$ cat config.mk
export PLATFORM = sky130hd
export DESIGN_NAME = two_bit_comparator
export DESIGN_NICKNAME = d
export VERILOG_FILES = /design/src/rtl/two_bit_comparator.sv
export SDC_FILE = /design/constraint.sdc
export NUM_CORES = 1
export LEC_CHECK = 0
export CORE_AREA = 2 2 39 41
export CTS_BUF_LIST = sky130_fd_sc_hd__clkbuf_2 sky130_fd_sc_hd__clkbuf_4 sky130_fd_sc_hd__clkbuf_8
export DETAILED_ROUTE_END_ITERATION = 12
export DIE_AREA = 0 0 41 43
export PLACE_DENSITY = 0.35
export SLEW_MARGIN = 20
export SYNTH_ARGS = -nofsm -noshare
export SYNTH_HDL_FRONTEND = slang
export SYNTH_SLANG_ARGS = --single-unit
$ cat constraint.sdc
create_clock -name clk -period 1.3 [get_ports clk]
set_input_delay 0.26 -clock clk [delete_from_list [all_inputs] [get_ports clk]]
set_output_delay 0.26 -clock clk [all_outputs]
set_load 0.1 [all_outputs]
$ cat src/rtl/two_bit_comparator.sv
// -----------------------------------------------------------------------------
// two_bit_comparator
//
// Registered magnitude comparator for two 2-bit unsigned operands
// A = {A1,A0} and B = {B1,B0}. Every accepted sample (in_valid high on a
// rising clk edge) produces one-hot greater / less / equal flags one cycle
// later. The flags hold until the next accepted sample. out_valid marks the
// single cycle that follows each accepted sample.
//
// Optional statistics block, enabled by defining TWO_BIT_COMPARATOR_STATS_EN:
// three saturating 8-bit counters, one per result category, with a
// synchronous clear.
//
// Ports:
//   clk        in   1  rising-edge clock for all state
//   rst_n      in   1  asynchronous active-low reset
//   A1, A0     in   1  operand A (MSB, LSB)
//   B1, B0     in   1  operand B (MSB, LSB)
//   in_valid   in   1  sample operands on this edge
//   A_gt_B     out  1  registered flag, A > B
//   A_lt_B     out  1  registered flag, A < B
//   A_eq_B     out  1  registered flag, A == B
//   out_valid  out  1  high for one cycle after each accepted sample
//   stats_clr  in   1  synchronous clear of all counters   (stats build only)
//   gt_count   out  8  saturating count of A > B results   (stats build only)
//   lt_count   out  8  saturating count of A < B results   (stats build only)
//   eq_count   out  8  saturating count of A == B results  (stats build only)
// -----------------------------------------------------------------------------
module two_bit_comparator (
    input  logic       clk,
    input  logic       rst_n,
    input  logic       A1,
    input  logic       A0,
    input  logic       B1,
    input  logic       B0,
    input  logic       in_valid,
    output logic       A_gt_B,
    output logic       A_lt_B,
    output logic       A_eq_B,
    output logic       out_valid
`ifdef TWO_BIT_COMPARATOR_STATS_EN
    ,
    input  logic       stats_clr,
    output logic [7:0] gt_count,
    output logic [7:0] lt_count,
    output logic [7:0] eq_count
`endif
);

    // Combinational compare of the current operands. The MSBs decide the
    // result unless they match, in which case the LSBs decide.
    logic msb_same;
    logic gt;
    logic lt;
    logic eq;

    assign msb_same = ~(A1 ^ B1);
    assign gt       = (A1 & ~B1) | (msb_same & A0 & ~B0);
    assign lt       = (~A1 & B1) | (msb_same & ~A0 & B0);
    assign eq       = msb_same & ~(A0 ^ B0);

    // Result registers. The flags only load on an accepted sample, so the
    // all-zero state is reachable only between reset and the first sample.
    always_ff @(posedge clk or negedge rst_n) begin
        if (!rst_n) begin
            A_gt_B    <= 1'b0;
            A_lt_B    <= 1'b0;
            A_eq_B    <= 1'b0;
            out_valid <= 1'b0;
        end else begin
            // NOTE: non-blocking assignments keep every register sampling
            // pre-edge values, independent of statement order.
            out_valid <= in_valid;
            if (in_valid) begin
                A_gt_B <= gt;
                A_lt_B <= lt;
                A_eq_B <= eq;
            end
        end
    end

`ifdef TWO_BIT_COMPARATOR_STATS_EN
    // Saturating increment: a full counter stays at 255 rather than wrapping.
    function automatic logic [7:0] sat_inc(input logic [7:0] value);
        return (value == 8'hFF) ? value : value + 8'd1;
    endfunction

    logic [7:0] gt_count_next;
    logic [7:0] lt_count_next;
    logic [7:0] eq_count_next;

    always_comb begin
        // NOTE: every output of this block is given a default first, so no
        // path leaves a value unassigned and no latch is inferred.
        gt_count_next = gt_count;
        lt_count_next = lt_count;
        eq_count_next = eq_count;
        if (stats_clr) begin
            // Clear wins over an increment arriving in the same cycle.
            gt_count_next = 8'd0;
            lt_count_next = 8'd0;
            eq_count_next = 8'd0;
        end else if (in_valid) begin
            if (gt) gt_count_next = sat_inc(gt_count);
            if (lt) lt_count_next = sat_inc(lt_count);
            if (eq) eq_count_next = sat_inc(eq_count);
        end
    end

    always_ff @(posedge clk or negedge rst_n) begin
        if (!rst_n) begin
            gt_count <= 8'd0;
            lt_count <= 8'd0;
            eq_count <= 8'd0;
        end else begin
            gt_count <= gt_count_next;
            lt_count <= lt_count_next;
            eq_count <= eq_count_next;
        end
    end
`endif

endmodule

# Word-level counts from Yosys, hierarchy flattened
# Index checks and enable logic that the tools add are counted.
# totals
out_inout_bits	4
regBits	4
wordCells	21
# classes
bitwise_logic	17
# op_table
operator	count
AND 1 bit	7
inverter 1 bit	6
OR 1 bit	2
bitwise XOR 1 bit	2

# Longest topological paths before layout
# depth
depth_word	5
depth_mapped	4

# Worst setup path after synthesis
# OpenSTA, ideal clock, no wires.
# synth_path
path_type	register to register
start	register, netlist name A_gt_B
end	register A_gt_B
synth_period_minus_slack_ps	1231
path_stages_with_launch	3
n_path_buf	0
t_arrival_ps	1149
slack_ps	69
required_time_ps	1218
path_cell_list	dfrtp_1 nor2_1 a31oi_1
# synth_rtl
item	line	source
end signal: assignment	75	A_gt_B <= gt;
end: declaration	37	output logic A_gt_B,

# Worst setup path after layout
# layout_path
start	input port A1
end	register A_lt_B
# layout_between
elab_chain_cells	5
elab_cells_between_ends	7
# layout_rtl
item	line	source
start: declaration	32	input logic A1,
bitwise XOR 1 bit	57	assign msb_same = ~(A1 ^ B1);
inverter 1 bit	57	
AND 1 bit (2 in a row)	59	assign lt = (~A1 & B1) | (msb_same & ~A0 & B0);
OR 1 bit *	59	
end signal: assignment	76	A_lt_B <= lt;
end: declaration	38	output logic A_lt_B,
# Every way passes the cells marked *; elsewhere a longest branch is shown, timed or not.
# A chain may end at the register's enable or synchronous reset.

==> metrics.md <==
| Metric | Value |
|---|---|
| Die footprint | `1763 sq um` |
| Critical setup path kind | `primary input to flip-flop` |
| Global Route Usage Sum | `6.338%` |
| Crit path max fanout | `3` |
| Via count | `180` |
| Hold Crit Class | `primary input to async pin` |
| Layout cells sized above 1 | `23.53%` |
| Clock Path Buffers | `2` |
| Most frequent cell after synthesis | `inv_1` |
| Root buf cell | `clkbuf_4` |
| Leading area contributor after synthesis | `dfrtp_1` |
| Routability congestion estimate | `0.6470` |
| PortBufs | `10` |
| Int Pwr | `0.3168 mW` |
| Initial DRC Count | `2` |
| Dpl cell area | `365.4 sq um` |
| Design Area, Final | `387.9 sq um` |
| Comb power frac | `39.1%` |
| Cell count after synthesis | `20` |
| RSZ-0062 raised after global routing | `false` |
| Grt total ovfl | `0` |
| FP Rows | `14` |
| Hold_buf cts | `0` |
| Synthesized cell area | `197.7 sq um` |
| Final Max Slew Viols | `0` |
| M1 wire length | `146 um` |
| CP Capture Type | `flip-flop` |
| Sw Share | `35.75%` |
| TritonCTS buffer count | `3` |
| Cell variety after synth | `9` |
| Crit-path slowest cell | `clkdlybuf4s50_1` |
| WL met3 | `70 um` |
| Top cell types by occurrence after synthesis | `5 x inv_1, 4 x dfrtp_1` |
| CP Data Arrival Time | `1.34 ns` |
| Clock Skew | `0 ns` |
| Crit path cell chain | `clkdlybuf4s50_1 -> inv_1 -> ha_1 -> nand3b_1 -> a31oi_1` |
| Switching pwr | `0.1763 mW` |
| P&R area growth vs syn | `96.20%` |
| Post-CTS Setup Inserts | `0` |
| Initial Util | `14.29%` |
| Slew headroom | `84.87%` |
| Synth top area share | `50.63%` |
| Type of origin of the critical path | `primary input` |
| Worst Path Required | `1.45 ns` |
| Syn_area_per_cell | `9.885 sq um` |
| Core Area | `1384 sq um` |
| Leak pwr | `0.1786 nW` |
| Final Hold Fails | `0` |
| Max Clock Freq | `843.6 MHz` |
| Share of power burned in registers | `30.4%` |
| Synth Net Count | `29` |
| Worst-Skew Late Latency | `0.23 ns` |
| Wire per inst | `7.840 um` |
| Setup ws final | `0.1146 ns` |
| Clk slew on worst S/H paths | `0.04 ns` |
| DRC violations left | `0` |
| Primary FF master, synth | `dfrtp_1` |
| Setup-failing EPs final | `0` |
| Worst slack, placed | `-0.1264 ns` |
| Top sig layer | `met3` |
| Initial antenna violation count | `0` |
| Clk pwr share | `30.5%` |
| Fin crit period | `1.185 ns` |
| CTS tree | `built` |
| DR vias/cell | `3.600` |
| Tot Pwr | `0.4931 mW` |
| Metal2 WL | `175 um` |
| Number of global-route vias before repair | `185` |
| Num Clock Sinks | `4` |
| Seq cells post-synth | `4` |
| Maximum vdd ir drop | `260.8 uV` |
| Fin crit share | `91.18%` |
| Post-Layout Cell Count | `50` |
| EDFF count, synth | `0` |
| Die width | `41 um` |
| Post-Place Cells | `47` |
| Area contributors post-synth | `dfrtp_1 51%, ha_1 13%, inv_1 9.5%, nand3b_1 7.6%, a31oi_1 6.3%` |
| Top-Level Pins | `11` |
| R2r worst-path depth | `2` |
| First-pass GRT wire length | `696 um` |
| Seq/Total Area, Yosys | `50.63%` |
| Routed WL | `392 um` |
| Die height | `43 um` |
| Post-CTS sizing | `0` |
| Routed Antenna Nets | `0` |
| Pin count of the biggest net entering global routing | `8` |
| FFs w/ async S/R, synth | `100.0%` |
| Yosys Warn Count | `0` |
| H-tree depth | `1` |
| Initial DRT Pass Iterations | `2` |
| Final TNS setup | `0 ns` |
| Slowest cell delay on critical path | `0.47 ns` |
| Slew @ Worst Pin | `0.2262 ns` |
| Max-Cap Viols | `0` |
| PD cells | `1271 nW/um^2` |
| Status | `complete, no violations` |
| Antenna Cells | `0` |
| Nets | `45` |
==> worst paths after layout <==
path                              from  slack, ns  endpoint
worst max-delay path                A1       0.11    A_lt_B
worst max register to register  A_gt_B       0.62    A_gt_B
worst min-delay path             rst_n       0.23    A_eq_B
worst min register to register  A_eq_B       0.57    A_eq_B
min in group clk                A_eq_B       0.57    A_eq_B
max in group asynchronous        rst_n       0.91    A_gt_B
==> worst max-delay path, delay by kind of cell <==
family / cells / cell delay (ns)
compound gates: 1 / 0.16
simple gates: 1 / 0.08
buf+inv: 2 / 0.52
fa+ha+maj: 1 / 0.31
==> layout make-up <==
cell class	count	area, sq um
timing repair buffer	11	147.6
inverter	5	18.77
fill	145	996.0
tap	16	20.02
clock buffer	3	22.52
multi-input combinational	11	78.83
sequential	4	100.1
==> cell families (layout without fill, tap and decap cells) <==
family,count (synthesis),after routing,share of synthesized area [%]
AND/OR/NAND/NOR,5,5,13.29
buffers and inverters,5,19,9.495
flip-flops,4,4,50.63
AO/OA/AOI/OAI,3,3,9.495
adder cells (fa/ha/maj),2,2,12.66
XOR/XNOR,1,1,4.431
==> sequential cells by signal (all words and copies together), names as in the netlist <==
register / flops
out_valid: 1
A_eq_B: 1
A_lt_B: 1
A_gt_B: 1
==> placed cells by master, fill, tap and decap left out, types with 2 or more instances in the layout <==
master / netlist / layout
ha_1: 2 / 2
clkdlybuf4s50_1: 0 / 6
nand3b_1: 2 / 2
inv_1: 5 / 5
clkbuf_4: 0 / 3
a31oi_1: 2 / 2
buf_12: 0 / 4
dfrtp_1: 4 / 4
nor2_1: 2 / 2
==> power by group through the flow <==
stage	registers [mW]	clock network [mW]	logic [mW]
6_report	0.150	0.150	0.193
5_1_grt	0.151	0.168	0.204
4_1_cts	0.150	0.161	0.194
3_5_place_dp	0.152	0	0.194
3_3_place_gp	0.151	0	0.195
2_1_floorplan	0.234	0	0.0215
==> metal layers <==
metal	up-vias	track usage, %
met3	0	2.094
li1	92	-
met4	0	8.000
met1	77	6.149
met5	-	0
met2	11	8.750
==> per-stage QoR <==
stage | hold WS, ns | utilization (%)
after floorplan | -0.03559 | -
after global placement | 0.4744 | 26.40
after detailed placement | 0.4748 | 26.40
after CTS | 0.2240 | 28.03
after global routing | 0.2396 | 28.03
final | 0.2289 | 28.03
Note: power is estimated with default switching activity, not from simulation.
